<file path="config.mk">
export PLATFORM = sky130hd
export DESIGN_NAME = mtr_drv_pwm
export DESIGN_NICKNAME = d
export VERILOG_FILES = /design/src/rtl/mtr_drv_pwm.sv
export SDC_FILE = /design/constraint.sdc
export NUM_CORES = 1
export LEC_CHECK = 0
export ABC_AREA = 1
export CORE_MARGIN = 10
export CORE_UTILIZATION = 57
export CTS_BUF_LIST = sky130_fd_sc_hd__clkbuf_8 sky130_fd_sc_hd__clkbuf_16
export CTS_CLUSTER_DIAMETER = 120
export DETAILED_ROUTE_END_ITERATION = 8
export PLACE_DENSITY = 0.84
export SETUP_SLACK_MARGIN = 0.15
export SLEW_MARGIN = 10
export SYNTH_ARGS = -nofsm -noshare
export SYNTH_HDL_FRONTEND = slang
export SYNTH_SLANG_ARGS = --single-unit
</file>
<file path="constraint.sdc">
create_clock -name clk -period 2.9 [get_ports clk]
set_input_delay 0.58 -clock clk [delete_from_list [all_inputs] [get_ports clk]]
set_output_delay 0.58 -clock clk [all_outputs]
set_load 0.05 [all_outputs]
</file>
<file path="src/rtl/mtr_drv_pwm.sv">
// mtr_drv_pwm: dual-channel motor drive PWM generator.
//
// Turns signed left/right wheel speed commands into complementary,
// non-overlapping PWM pairs for the H-bridge. The period is 2048 clocks
// from a free-running 11-bit counter. Duty is double-buffered, so a new
// command only takes effect at the start of the next period.
//
// Ports:
//   clk        in   system clock
//   rst_n      in   asynchronous active-low reset
//   en         in   drive enable; 0 forces every PWM output low
//   lft_spd    in   [11:0] signed left wheel speed command
//   rght_spd   in   [11:0] signed right wheel speed command
//   lftPWM1    out  left forward drive
//   lftPWM2    out  left reverse drive
//   rghtPWM1   out  right forward drive
//   rghtPWM2   out  right reverse drive
//   prd_strt   out  one-clock pulse on the first output clock of a period
//   lft_duty   out  [10:0] active left duty (11'h400 = zero speed)
//   rght_duty  out  [10:0] active right duty
module mtr_drv_pwm #(
  parameter int NONOVERLAP = 32,   // dead-time in clocks, 0..255
  parameter int SAT        = 1023  // speed magnitude limit, 1..1023
) (
  input  logic        clk,
  input  logic        rst_n,
  input  logic        en,
  input  logic [11:0] lft_spd,
  input  logic [11:0] rght_spd,
  output logic        lftPWM1,
  output logic        lftPWM2,
  output logic        rghtPWM1,
  output logic        rghtPWM2,
  output logic        prd_strt,
  output logic [10:0] lft_duty,
  output logic [10:0] rght_duty
);

  localparam logic [11:0]        NO12     = 12'(NONOVERLAP);
  localparam logic signed [11:0] SAT_POS  = 12'(SAT);
  localparam logic signed [11:0] SAT_NEG  = -12'(SAT);
  localparam logic [10:0]        CNT_LAST = 11'h7ff;
  localparam logic [10:0]        DUTY_MID = 11'h400;

  // Clamp a signed speed to +/-SAT and offset it around mid-scale.
  // With SAT <= 1023 the result lies in 1..2047, so 11 bits never overflow.
  function automatic logic [10:0] duty_of(input logic [11:0] spd);
    logic signed [11:0] s;
    logic [11:0]        sum;
    if ($signed(spd) > SAT_POS) begin
      s = SAT_POS;
    end else if ($signed(spd) < SAT_NEG) begin
      s = SAT_NEG;
    end else begin
      s = $signed(spd);
    end
    sum = 12'h400 + $unsigned(s);
    return sum[10:0];
  endfunction

  logic [10:0] cnt_q,       cnt_d;
  logic [10:0] lft_duty_q,  lft_duty_d;
  logic [10:0] rght_duty_q, rght_duty_d;
  logic        lft_pwm1_q,  lft_pwm1_d;
  logic        lft_pwm2_q,  lft_pwm2_d;
  logic        rght_pwm1_q, rght_pwm1_d;
  logic        rght_pwm2_q, rght_pwm2_d;
  logic        prd_strt_q,  prd_strt_d;

  logic [11:0] cnt12_s;
  logic [11:0] lft_duty12_s;
  logic [11:0] rght_duty12_s;

  // Next-state logic: counter, duty double buffer and PWM decode.
  always_comb begin
    cnt_d = cnt_q + 11'd1;

    // Loading on the last count makes the new duty active exactly at cnt==0.
    if (cnt_q == CNT_LAST) begin
      lft_duty_d  = duty_of(lft_spd);
      rght_duty_d = duty_of(rght_spd);
    end else begin
      lft_duty_d  = lft_duty_q;
      rght_duty_d = rght_duty_q;
    end

    // 12-bit compares so duty+NONOVERLAP past 2047 simply never matches.
    cnt12_s       = {1'b0, cnt_q};
    lft_duty12_s  = {1'b0, lft_duty_q};
    rght_duty12_s = {1'b0, rght_duty_q};

    // PWM1 waits NONOVERLAP after the wrap; PWM2 waits NONOVERLAP after duty.
    lft_pwm1_d  = en & (cnt12_s >= NO12) & (cnt12_s < lft_duty12_s);
    lft_pwm2_d  = en & (cnt12_s >= (lft_duty12_s + NO12));
    rght_pwm1_d = en & (cnt12_s >= NO12) & (cnt12_s < rght_duty12_s);
    rght_pwm2_d = en & (cnt12_s >= (rght_duty12_s + NO12));

    // Registered alongside the outputs, so it flags the first output clock.
    prd_strt_d  = (cnt_q == 11'd0);
  end

  // State and output registers.
  always_ff @(posedge clk or negedge rst_n) begin
    if (!rst_n) begin
      cnt_q       <= 11'd0;
      lft_duty_q  <= DUTY_MID;
      rght_duty_q <= DUTY_MID;
      lft_pwm1_q  <= 1'b0;
      lft_pwm2_q  <= 1'b0;
      rght_pwm1_q <= 1'b0;
      rght_pwm2_q <= 1'b0;
      prd_strt_q  <= 1'b0;
    end else begin
      cnt_q       <= cnt_d;
      lft_duty_q  <= lft_duty_d;
      rght_duty_q <= rght_duty_d;
      lft_pwm1_q  <= lft_pwm1_d;
      lft_pwm2_q  <= lft_pwm2_d;
      rght_pwm1_q <= rght_pwm1_d;
      rght_pwm2_q <= rght_pwm2_d;
      prd_strt_q  <= prd_strt_d;
    end
  end

  assign lftPWM1   = lft_pwm1_q;
  assign lftPWM2   = lft_pwm2_q;
  assign rghtPWM1  = rght_pwm1_q;
  assign rghtPWM2  = rght_pwm2_q;
  assign prd_strt  = prd_strt_q;
  assign lft_duty  = lft_duty_q;
  assign rght_duty = rght_duty_q;

endmodule

</file>
Word level (Yosys, flattened, before mapping)
Cells that the tools add are included.

storage, ports and cells
  memories = 0
  bits in read-only memories = 0
  latch bits = 0
  output and inout port bits = 27
  word-level logic and storage cells = 35
  bits in writable memories = 0
  register bits after elaboration = 38
  input port bits = 27

operators by class
  $lt $le $gt $ge = 9
  multipliers = 0
  shifts and indexed selects = 0
  reductions and logical operators = 1
  $add $sub $neg = 5
  div/mod/pow operators = 0
  equal/unequal tests = 1
  bitwise logic cells = 5
  mux-type cells = 6

operators by type and width
  kind                                                                             count
  11-bit 2-to-1 mux                                                                6
  11-bit by 6-bit adder with 12-bit output (second input constant)                 2
  11-bit by 12-bit >= comparator with 1-bit output                                 2
  12-bit by 11-bit > comparator with 1-bit output (second input constant)          2
  12-bit by 11-bit less-than comparator with 1-bit output (second input constant)  2
  11-bit adder (first input constant)                                              2
  11-bit less-than comparator                                                      2
  11-bit by 1-bit adder with 11-bit output (second input constant)                 1
  11-bit equality test (second input constant)                                     1
  11-bit by 6-bit >= comparator with 1-bit output (second input constant)          1
  11-bit zero test                                                                 1
  1-bit bitwise AND                                                                5

Logic depth before layout (Yosys ltp)
Gate-level depths: netlist (run 1).

  word-level depth = 5
  mapped depth = 11
  gate-level depth less buffers = 11

Worst setup path before layout (run 1)
OpenSTA, ideal clock, no wires.

  path type = register to register
  start point = reg rght_duty_q[8] (netlist: rght_duty[8])
  end point = reg rght_pwm2_q (netlist: rghtPWM2)
  stages on the path, launching flop included = 11
  required time = 2.823 ns
  clock period less this slack = 1.999 ns
  path buffers = 0
  library setup time = 0.077 ns
  setup slack = 0.901 ns
  arrival time = 1.922 ns
  cells stage by stage = dfrtp_1 inv_1 nor3_1 xor2_1 ha_1 nand2_1 nor2_1 nand4_1 nor2_1 nand2_1 a21oi_1

on the way
  longest elaborated chain between the ends = 3

RTL lines
  what                                              line  source
  from (decl)                                       63    logic [10:0] rght_duty_q, rght_duty_d;
  from (signal assigned)                            116   rght_duty_q <= rght_duty_d;
  11-bit by 6-bit adder with 12-bit output          96    rght_pwm2_d = en & (cnt12_s >= (rght_duty12_s + NO12));
  11-bit by 12-bit >= comparator with 1-bit output  96
  1-bit bitwise AND                                 96
  net rght_pwm2_d                                   67    logic rght_pwm2_q, rght_pwm2_d;
  to (signal assigned)                              120   rght_pwm2_q <= rght_pwm2_d;
  to (decl)                                         67

The timed path passes the listed nets, and every way through them passes these cells.
A chain may end at the register's enable or synchronous reset.

Final worst setup path (run 1)
  start point = reg rght_duty_q[10] (netlist: rght_duty[10])
  end point = out rght_duty[10]

RTL lines
  what       line  source
  to (decl)  36    output logic [10:0] rght_duty

No word-level cell between the ends.

==> impl_metrics.yaml, run 1 <==
sta:
  finalSetupViolations: 0
  grt_setup_unrepaired: "no"
  max-slew-margin-rel_pct: 43.0
  timing.fmax_ghz: 0.446
  slew_viol_final: 0
  worst-slew-pin-transition_ns: 0.855
  finalSetupTns_ns: 0
  worst_hold_slack_ns: 0.379
  finalHoldViolations: 0
  finClkSkew_ns: 0.00188
  post-route-min-period_ns: 2.24
  fin_crit_sh_pct: 77.3
worst_hold_path:
  hold_class: "primary input to async pin"
floorplan:
  initial_utilization_pct: 59.4
  pin_count: 54
  core_area_mm2: 0.00475
  die-area_mm2: 0.00817
  core.rowCount: 25
  die-height_um: 90.4
  dieWidth_um: 90.4
yosys:
  synth_area_leaders: "dfrtp_1 (32%), ha_1 (17%), nand3_1 (7.4%)"
  ys_ff_latch: 38
  synth-edff-count: 0
  synth_flop_cell: "dfrtp_1"
  synth_top_area_cell: "dfrtp_1"
  synth_warnings: 0
  synth_nets: 422
  async_reset_ff_share_pct: 100
  synth_cells: 357
  ys_types: 25
  ys_seq_area_share_pct: 33.8
  syn_area_per_cell_um2: 7.91
  syn_area_mm2: 0.00282
  synth_top_area_share_pct: 31.9
critical_path:
  critPathBufInv: 1
  cp-end-kind: "output port"
  path_cells: "clkdlybuf4s50_1"
  rrSetupSlack_ns: 0.81
  cp.required_ns: 2.32
  cp_slowest_cell: "clkdlybuf4s50_1"
  worstSetupPathType: "flip-flop to output port"
  path_max_fanout: 3
  arrival_ns: 1.66
  path_delay_family: "buffers and inverters"
  critPathMaxStageDelay_ns: 0.82
  startpoint_type: "flip-flop"
  r2r_cells: 7
  rr_endpoint: "rght_duty[8]"
  r2r_start: "cnt_q[1]"
run_status:
  status: "completed"
detailed_routing:
  drc: 0
  first_pass_iters: 4
  vias_per_cell: 5.26
  ant_nets: 0
  vias: 2541
  drt-total-wl_mm: 6.85
  wl_per_cell_um: 14.2
  drtIter0Drc: 142
global_route:
  grt_antenna_before_repair: 0
  grt_max_degree: 39
  track_usage_pct: 17.1
  grt_pass1_vias: 2524
  grt_pass1_wl_mm: 11.8
  grt-ovfl-total: 0
final_layout:
  drive_gt1_share_pct: 11.1
  fillCellCount: 392
  nets: 480
  final_cell_mix: "inv_1 (56), nand2_1 (52), clkdlybuf4s50_1 (52)"
  layout_commonest_cell: "inv_1"
  syn2layout_area_growth_pct: 24.1
  antennaDiodeCount: 0
clocking:
  root_buffer: "clkbuf_8"
  tritoncts: "yes"
  cts.htree.levels: 2
  insertion_delay_ns: 0.30
  ctsResizeCount: 0
  cts_setup_buffers: 0
  cts_buffers: 5
  clockBufferDepth: 2
  clkTransAtPathRegs_ns: 0.07
  cts_hold_buf: 0
  cts.sinks: 38
run:
  cap_violations: 0
pwr:
  power_density_mw_per_mm2: 286
  irDropWorstVdd_mv: 0.285
  p_leak_nw: 1.83
place:
  io_buffers: 53
  gp_congestion: 0.815
  dp_hpwl_mm: 5.39
## power breakdown
group / switching [mW] / internal, mW / leakage, nW
logic: 0.0403 / 0.0475 / 1.37
registers: 0.000269 / 0.531 / 0.411
clock network: 0.193 / 0.188 / 0.0524
## state kept, by name, summed over array words and instances (netlist names)
register   count
rght_duty     11
rghtPWM1       1
cnt_q         11
prd_strt       1
lftPWM2        1
lft_duty      11
lftPWM1        1
rghtPWM2       1
## final cells by class
cell class | instances | area (um^2) | share of cell area [%]
clock buffers | 6 | 82.6 | 2.36
inverters | 55 | 206 | 5.89
flip-flops and latches | 38 | 953 | 27.2
multi-input cells | 260 | 1630 | 46.5
clock inverters | 2 | 8.76 | 0.250
well taps | 67 | 83.8 | 2.39
repair buffers | 55 | 541 | 15.4
## cells by family (layout without fill, tap and decap cells)
family	after synthesis	after routing	share of synthesized area, %
compound gates	44	44	9.49
xor+xnor	13	13	4.03
fa+ha+maj	38	38	16.8
buf+inv	59	118	8.55
flops	38	38	33.8
simple gates	165	165	27.3
## cells in the mapped netlist (3+ instances only)
cell type	instances
inv_1	55
nand2_1	52
nand3_1	42
ha_1	38
dfrtp_1	36
nor2_1	35
a21oi_1	18
or2_2	18
o21ai_0	12
o21ai_2	10
xor2_1	10
nand4_1	5
nor3_1	4
nand2_2	3
xnor2_1	3
## worst max path at each step
stage | startpoint | endpoint | slack (ns) | depth (start not counted)
after floorplan | rght_duty[8] | rghtPWM2 | 0.90 | 10
after global placement | cnt_q[1] | rght_duty[9] | 0.91 | 7
after detailed placement | cnt_q[1] | rght_duty[8] | 0.83 | 7
after CTS | rght_duty[10] | rght_duty[10] | 0.65 | 1
after global routing | cnt_q[1] | lft_duty[8] | 0.59 | 7
final | rght_duty[10] | rght_duty[10] | 0.66 | 1
## through the flow
step / instance area [um^2] / std cells / power [mW] / util, % / worst slack (ns)
6_report: 3500 / 483 / 1.00 / 73.7 / 0.657
5_1_grt: 3500 / 483 / 1.03 / 73.7 / 0.591
4_1_cts: 3500 / 483 / 1.00 / 73.7 / 0.648
3_5_place_dp: 3410 / 475 / 0.630 / 71.8 / 0.826
3_3_place_gp: 3410 / 475 / 0.629 / 71.8 / 0.911
2_1_floorplan: 2820 / 357 / 0.574 / - / 0.901
## per-layer routing
metal  part of all wire, %  GRT usage [%]
met1                    41           19.5
met2                    52           30.3
met3                   6.3           4.41
met4                  0.89           5.31
met5                     0              0
Power figures use the tool's default switching activity.
==> inputs of run 2 (changes only) <==
--- a/config.mk
+++ b/config.mk
@@ -7,11 +7,11 @@
 export LEC_CHECK = 0
 export ABC_AREA = 1
 export CORE_MARGIN = 10
-export CORE_UTILIZATION = 57
+export CORE_UTILIZATION = 53
 export CTS_BUF_LIST = sky130_fd_sc_hd__clkbuf_8 sky130_fd_sc_hd__clkbuf_16
 export CTS_CLUSTER_DIAMETER = 120
 export DETAILED_ROUTE_END_ITERATION = 8
-export PLACE_DENSITY = 0.84
+export PLACE_DENSITY = 0.79
 export SETUP_SLACK_MARGIN = 0.15
 export SLEW_MARGIN = 10
 export SYNTH_ARGS = -nofsm -noshare
==> constraint.sdc (replaced) <==
create_clock -name clk -period 2.35 [get_ports clk]
set_input_delay 0.47 -clock clk [delete_from_list [all_inputs] [get_ports clk]]
set_output_delay 0.47 -clock clk [all_outputs]
set_load 0.05 [all_outputs]
==> run 2 against run 1 <==
Global-route usage is 0.55 points lower. Final area is 0.11% higher. Clock-buffer cell count is the same. Combinational power grew 23%. First-iteration DRC count increased by 5.6%. Largest cell class unchanged. Largest power group unchanged. Highest routed layer unchanged.
==> impl_metrics.yaml, run 2 (synthesis gave the netlist of run 1 again) <==
run_status:
  status: "completed"
clocking:
  clockBufferDepth: 2
  cts_buffers: 5
  ctsResizeCount: 0
  cts.htree.levels: 2
  cts.sinks: 38
  clkTransAtPathRegs_ns: 0.07
  tritoncts: "yes"
  insertion_delay_ns: 0.29
  cts_hold_buf: 0
  cts_setup_buffers: 0
  root_buffer: "clkbuf_8"
sta:
  finClkSkew_ns: 0.00494
  slew_viol_final: 0
  worst-slew-pin-transition_ns: 0.876
  timing.fmax_ghz: 0.474
  grt_setup_unrepaired: "no"
  max-slew-margin-rel_pct: 41.6
  post-route-min-period_ns: 2.11
  worst_hold_slack_ns: 0.299
  finalHoldViolations: 0
  finalSetupViolations: 0
  finalSetupTns_ns: 0
  fin_crit_sh_pct: 89.8
floorplan:
  pin_count: 54
  die-height_um: 93.0
  die-area_mm2: 0.00865
  core.rowCount: 26
  initial_utilization_pct: 54.9
  core_area_mm2: 0.00514
  dieWidth_um: 93.0
final_layout:
  layout_commonest_cell: "inv_1"
  nets: 479
  final_cells: 484
  multiInputGateArea_mm2: 0.00163
  final_cell_mix: "inv_1 (56), nand2_1 (52), clkdlybuf4s50_1 (52)"
  antennaDiodeCount: 0
  syn2layout_area_growth_pct: 24.2
  drive_gt1_share_pct: 10.6
  fillCellCount: 470
  seq_area_um2: 953
detailed_routing:
  drc: 0
  drt-total-wl_mm: 6.84
  vias_per_cell: 5.08
  vias: 2461
  first_pass_iters: 4
  drtIter0Drc: 150
  ant_nets: 0
  wl_per_cell_um: 14.1
global_route:
  grt_max_degree: 40
  grt_pass1_wl_mm: 11.8
  grt_antenna_before_repair: 0
  track_usage_pct: 16.5
  grt-ovfl-total: 0
  grt_pass1_vias: 2504
place:
  dp_hpwl_mm: 5.39
  placed_cells_incl_taps: 477
  io_buffers: 53
  gp_congestion: 0.818
critical_path:
  path_delay_family: "buffers and inverters"
  cp.required_ns: 1.88
  rr_endpoint: "rghtPWM2"
  cp-end-kind: "output port"
  path_cells: "clkdlybuf4s50_1"
  cp_slowest_cell: "clkdlybuf4s50_1"
  critPathBufInv: 1
  path_max_fanout: 3
  crit_start: "lft_duty[10]"
  path_depth: 1
  r2r_cells: 10
  critPathMaxStageDelay_ns: 0.80
  arrival_ns: 1.64
  startpoint_type: "flip-flop"
  worstSetupPathType: "flip-flop to output port"
  r2r_start: "rght_duty[7]"
  worstSetupEndpoint: "lft_duty[10]"
  rrSetupSlack_ns: 0.53
pwr:
  power_mw: 1.22
  irDropWorstVdd_mv: 0.255
  p_leak_nw: 1.82
  power_density_mw_per_mm2: 347
run:
  cap_violations: 0
worst_hold_path:
  hold_class: "primary input to async pin"
[run 2: changes by cell type in the layout (fill, tap and decap cells not counted), sizes merged]
cell,change
clkinv,-1
buf,-1
[run 2: final cells by class]
cell class                 count  area share, %
multi-input combinational    260           46.4
sequential                    38           27.2
timing repair buffer          54           15.6
inverter                      55           5.89
tap                           70           2.50
clock buffer                   6           2.35
clock inverter                 1          0.107
[run 2: metrics by stage]
stage | utilization, % | area, um^2 | setup WS (ns)
6_report | 68.2 | 3510 | 0.239
5_1_grt | 68.2 | 3510 | 0.206
4_1_cts | 68.2 | 3510 | 0.224
3_5_place_dp | 66.6 | 3420 | 0.545
3_3_place_gp | 66.6 | 3420 | 0.563
2_1_floorplan | - | 2820 | 0.351
[run 2: how the worst min path moves through the flow]
stage                  start             to  slack, ns  depth (start not counted)
2_1_floorplan          rst_n       cnt_q[0]       0.17                          0
3_3_place_gp    lft_duty[10]   lft_duty[10]       0.49                          2
3_5_place_dp   rght_duty[10]  rght_duty[10]       0.51                          2
4_1_cts                rst_n       cnt_q[0]       0.32                          1
5_1_grt                rst_n   rght_duty[1]       0.35                          1
6_report               rst_n   rght_duty[1]       0.30                          1
[run 2: layer usage]
metal  track usage [%]  share of wire [%]  vias up
li1                  -                  -     1283
met1              21.0                 46     1138
met2              28.0                 50       33
met3              3.12                3.3        7
met4              4.50               0.92        0
met5                 0                  0        -
[run 2: power breakdown]
group          switching (mW)  total [mW]  internal, mW
logic                  0.0495       0.108        0.0586
clock network           0.226       0.454         0.229
registers            0.000478       0.656         0.655
total                   0.275        1.22         0.943
==> inputs of run 3 (changes only) <==
--- a/config.mk
+++ b/config.mk
@@ -11,7 +11,7 @@
 export CTS_BUF_LIST = sky130_fd_sc_hd__clkbuf_8 sky130_fd_sc_hd__clkbuf_16
 export CTS_CLUSTER_DIAMETER = 120
 export DETAILED_ROUTE_END_ITERATION = 8
-export PLACE_DENSITY = 0.79
+export PLACE_DENSITY = 0.89
 export SETUP_SLACK_MARGIN = 0.15
 export SLEW_MARGIN = 10
 export SYNTH_ARGS = -nofsm -noshare
==> run 3 against run 2 <==
Flip-flop and latch count unchanged. Clock skew up 0.0032 ns. Via count up 3.8%. Final cell count up 0.21%. Power up 8.2%. Wire length up 8.0%. Clock power up 22%. Non-clock buffer count unchanged. Register-to-register slack worse by 0.05 ns. Core utilization up 0.39 points. First-iteration DRC count down 4.7%. Critical endpoint unchanged. Largest cell class unchanged. Largest power group unchanged. Highest routed layer unchanged.
==> impl_metrics.yaml, run 3 (synthesis gave the netlist of run 1 again) <==
clocking:
  tritoncts: "yes"
  clockBufferDepth: 2
  cts_hold_buf: 0
  cts.htree.levels: 2
  ctsResizeCount: 0
  clkTransAtPathRegs_ns: 0.07
  cts.sinks: 38
  root_buffer: "clkbuf_8"
  cts_setup_buffers: 0
  cts_buffers: 5
  insertion_delay_ns: 0.30
floorplan:
  die-height_um: 93.0
  core.rowCount: 26
  pin_count: 54
  initial_utilization_pct: 54.9
  dieWidth_um: 93.0
  die-area_mm2: 0.00865
  core_area_mm2: 0.00514
sta:
  worst-slew-pin-transition_ns: 0.873
  grt_setup_unrepaired: "no"
  slew_viol_final: 0
  finClkSkew_ns: 0.00819
  fin_crit_sh_pct: 91.3
  finalHoldViolations: 0
  timing.fmax_ghz: 0.466
  post-route-min-period_ns: 2.15
  finalSetupTns_ns: 0
  max-slew-margin-rel_pct: 41.8
  finalSetupViolations: 0
worst_hold_path:
  hold_class: "primary input to async pin"
global_route:
  met3_usage_pct: 3.36
  grt_pass1_wl_mm: 12.3
  grt_antenna_before_repair: 0
  grt-ovfl-total: 0
  track_usage_pct: 17.3
  grt_use_met1_pct: 19.3
  grt_most_used_layer: "met2"
  grt_max_degree: 40
  gr-usage-met2_pct: 30.7
  grt_pass1_vias: 2625
detailed_routing:
  drtIter0Drc: 143
  drt-total-wl_mm: 7.39
  ant_nets: 0
  wl_per_cell_um: 15.2
  vias: 2555
  first_pass_iters: 4
  drc: 0
  vias_per_cell: 5.27
place:
  dp_hpwl_mm: 5.67
  io_buffers: 53
  gp_congestion: 0.824
run_status:
  status: "completed"
critical_path:
  startpoint_type: "flip-flop"
  worstSetupPathType: "flip-flop to output port"
  r2r_start: "cnt_q[1]"
  critPathBufInv: 1
  path_delay_family: "buffers and inverters"
  rr_endpoint: "rght_duty[10]"
  cp-end-kind: "output port"
  cp.required_ns: 1.88
  arrival_ns: 1.68
  cp_slowest_cell: "clkdlybuf4s50_1"
  critPathMaxStageDelay_ns: 0.82
  path_max_fanout: 3
  rrSetupSlack_ns: 0.48
  r2r_cells: 5
  path_cells: "clkdlybuf4s50_1"
final_layout:
  nets: 479
  layout_commonest_cell: "inv_1"
  drive_gt1_share_pct: 10.6
  final_cell_mix: "inv_1 (57), nand2_1 (52), clkdlybuf4s50_1 (52)"
  final_core_utilization_pct: 68.6
  seq_area_um2: 953
  fillCellCount: 412
  syn2layout_area_growth_pct: 25.0
  multiInputGateArea_mm2: 0.00163
  antennaDiodeCount: 0
pwr:
  power_mw: 1.32
  seq_power_share_pct: 49.8
  irDropWorstVdd_mv: 0.282
  p_leak_nw: 1.84
  pwr-share-clk_pct: 41.9
  swShare_pct: 22.4
  power_frac_comb_pct: 8.3
  p_int_mw: 1.02
  switchingPower_uw: 295
  power_density_mw_per_mm2: 374
run:
  cap_violations: 0
==> run 3: how the worst max path moves through the flow <==
stage / startpoint / end / slack [ns] / cells past startpoint
detailed placement: rght_duty[7] / rghtPWM2 / 0.52 / 10
floorplan: rght_duty[8] / rghtPWM2 / 0.35 / 10
global placement: lft_duty[10] / lft_duty[10] / 0.56 / 1
CTS: lft_duty[10] / lft_duty[10] / 0.19 / 1
finish: lft_duty[10] / lft_duty[10] / 0.20 / 1
global route: lft_duty[10] / lft_duty[10] / 0.17 / 1
==> run 3: power by group through the flow <==
stage	registers (mW)	clock network (mW)	logic, mW
global route	0.656	0.588	0.120
global placement	0.668	0	0.107
CTS	0.656	0.558	0.110
floorplan	0.675	0	0.0331
detailed placement	0.669	0	0.109
finish	0.656	0.553	0.109
==> run 3: metal layers <==
layer / vias up / wire [um]
li1: 1279 / -
met3: 27 / 313
met4: 0 / 277
met1: 1192 / 2930
met5: - / 0
met2: 57 / 3870
==> run 3: cell type report <==
type	count	share of cell area (%)
Sequential cell	38	27.0
Inverter	55	5.85
Multi-Input combinational cell	260	46.2
Clock inverter	3	1.06
Tap cell	70	2.48
Timing Repair Buffer	54	15.5
Clock buffer	5	1.95
==> run 3: stage by stage <==
stage | instance area (um^2) | instances | hold WS [ns] | worst slack (ns)
6_report | 3530 | 485 | 0.284 | 0.204
5_1_grt | 3530 | 485 | 0.343 | 0.175
4_1_cts | 3530 | 485 | 0.314 | 0.191
3_5_place_dp | 3420 | 477 | 0.499 | 0.517
3_3_place_gp | 3420 | 477 | 0.490 | 0.563
2_1_floorplan | 2820 | 357 | 0.174 | 0.351
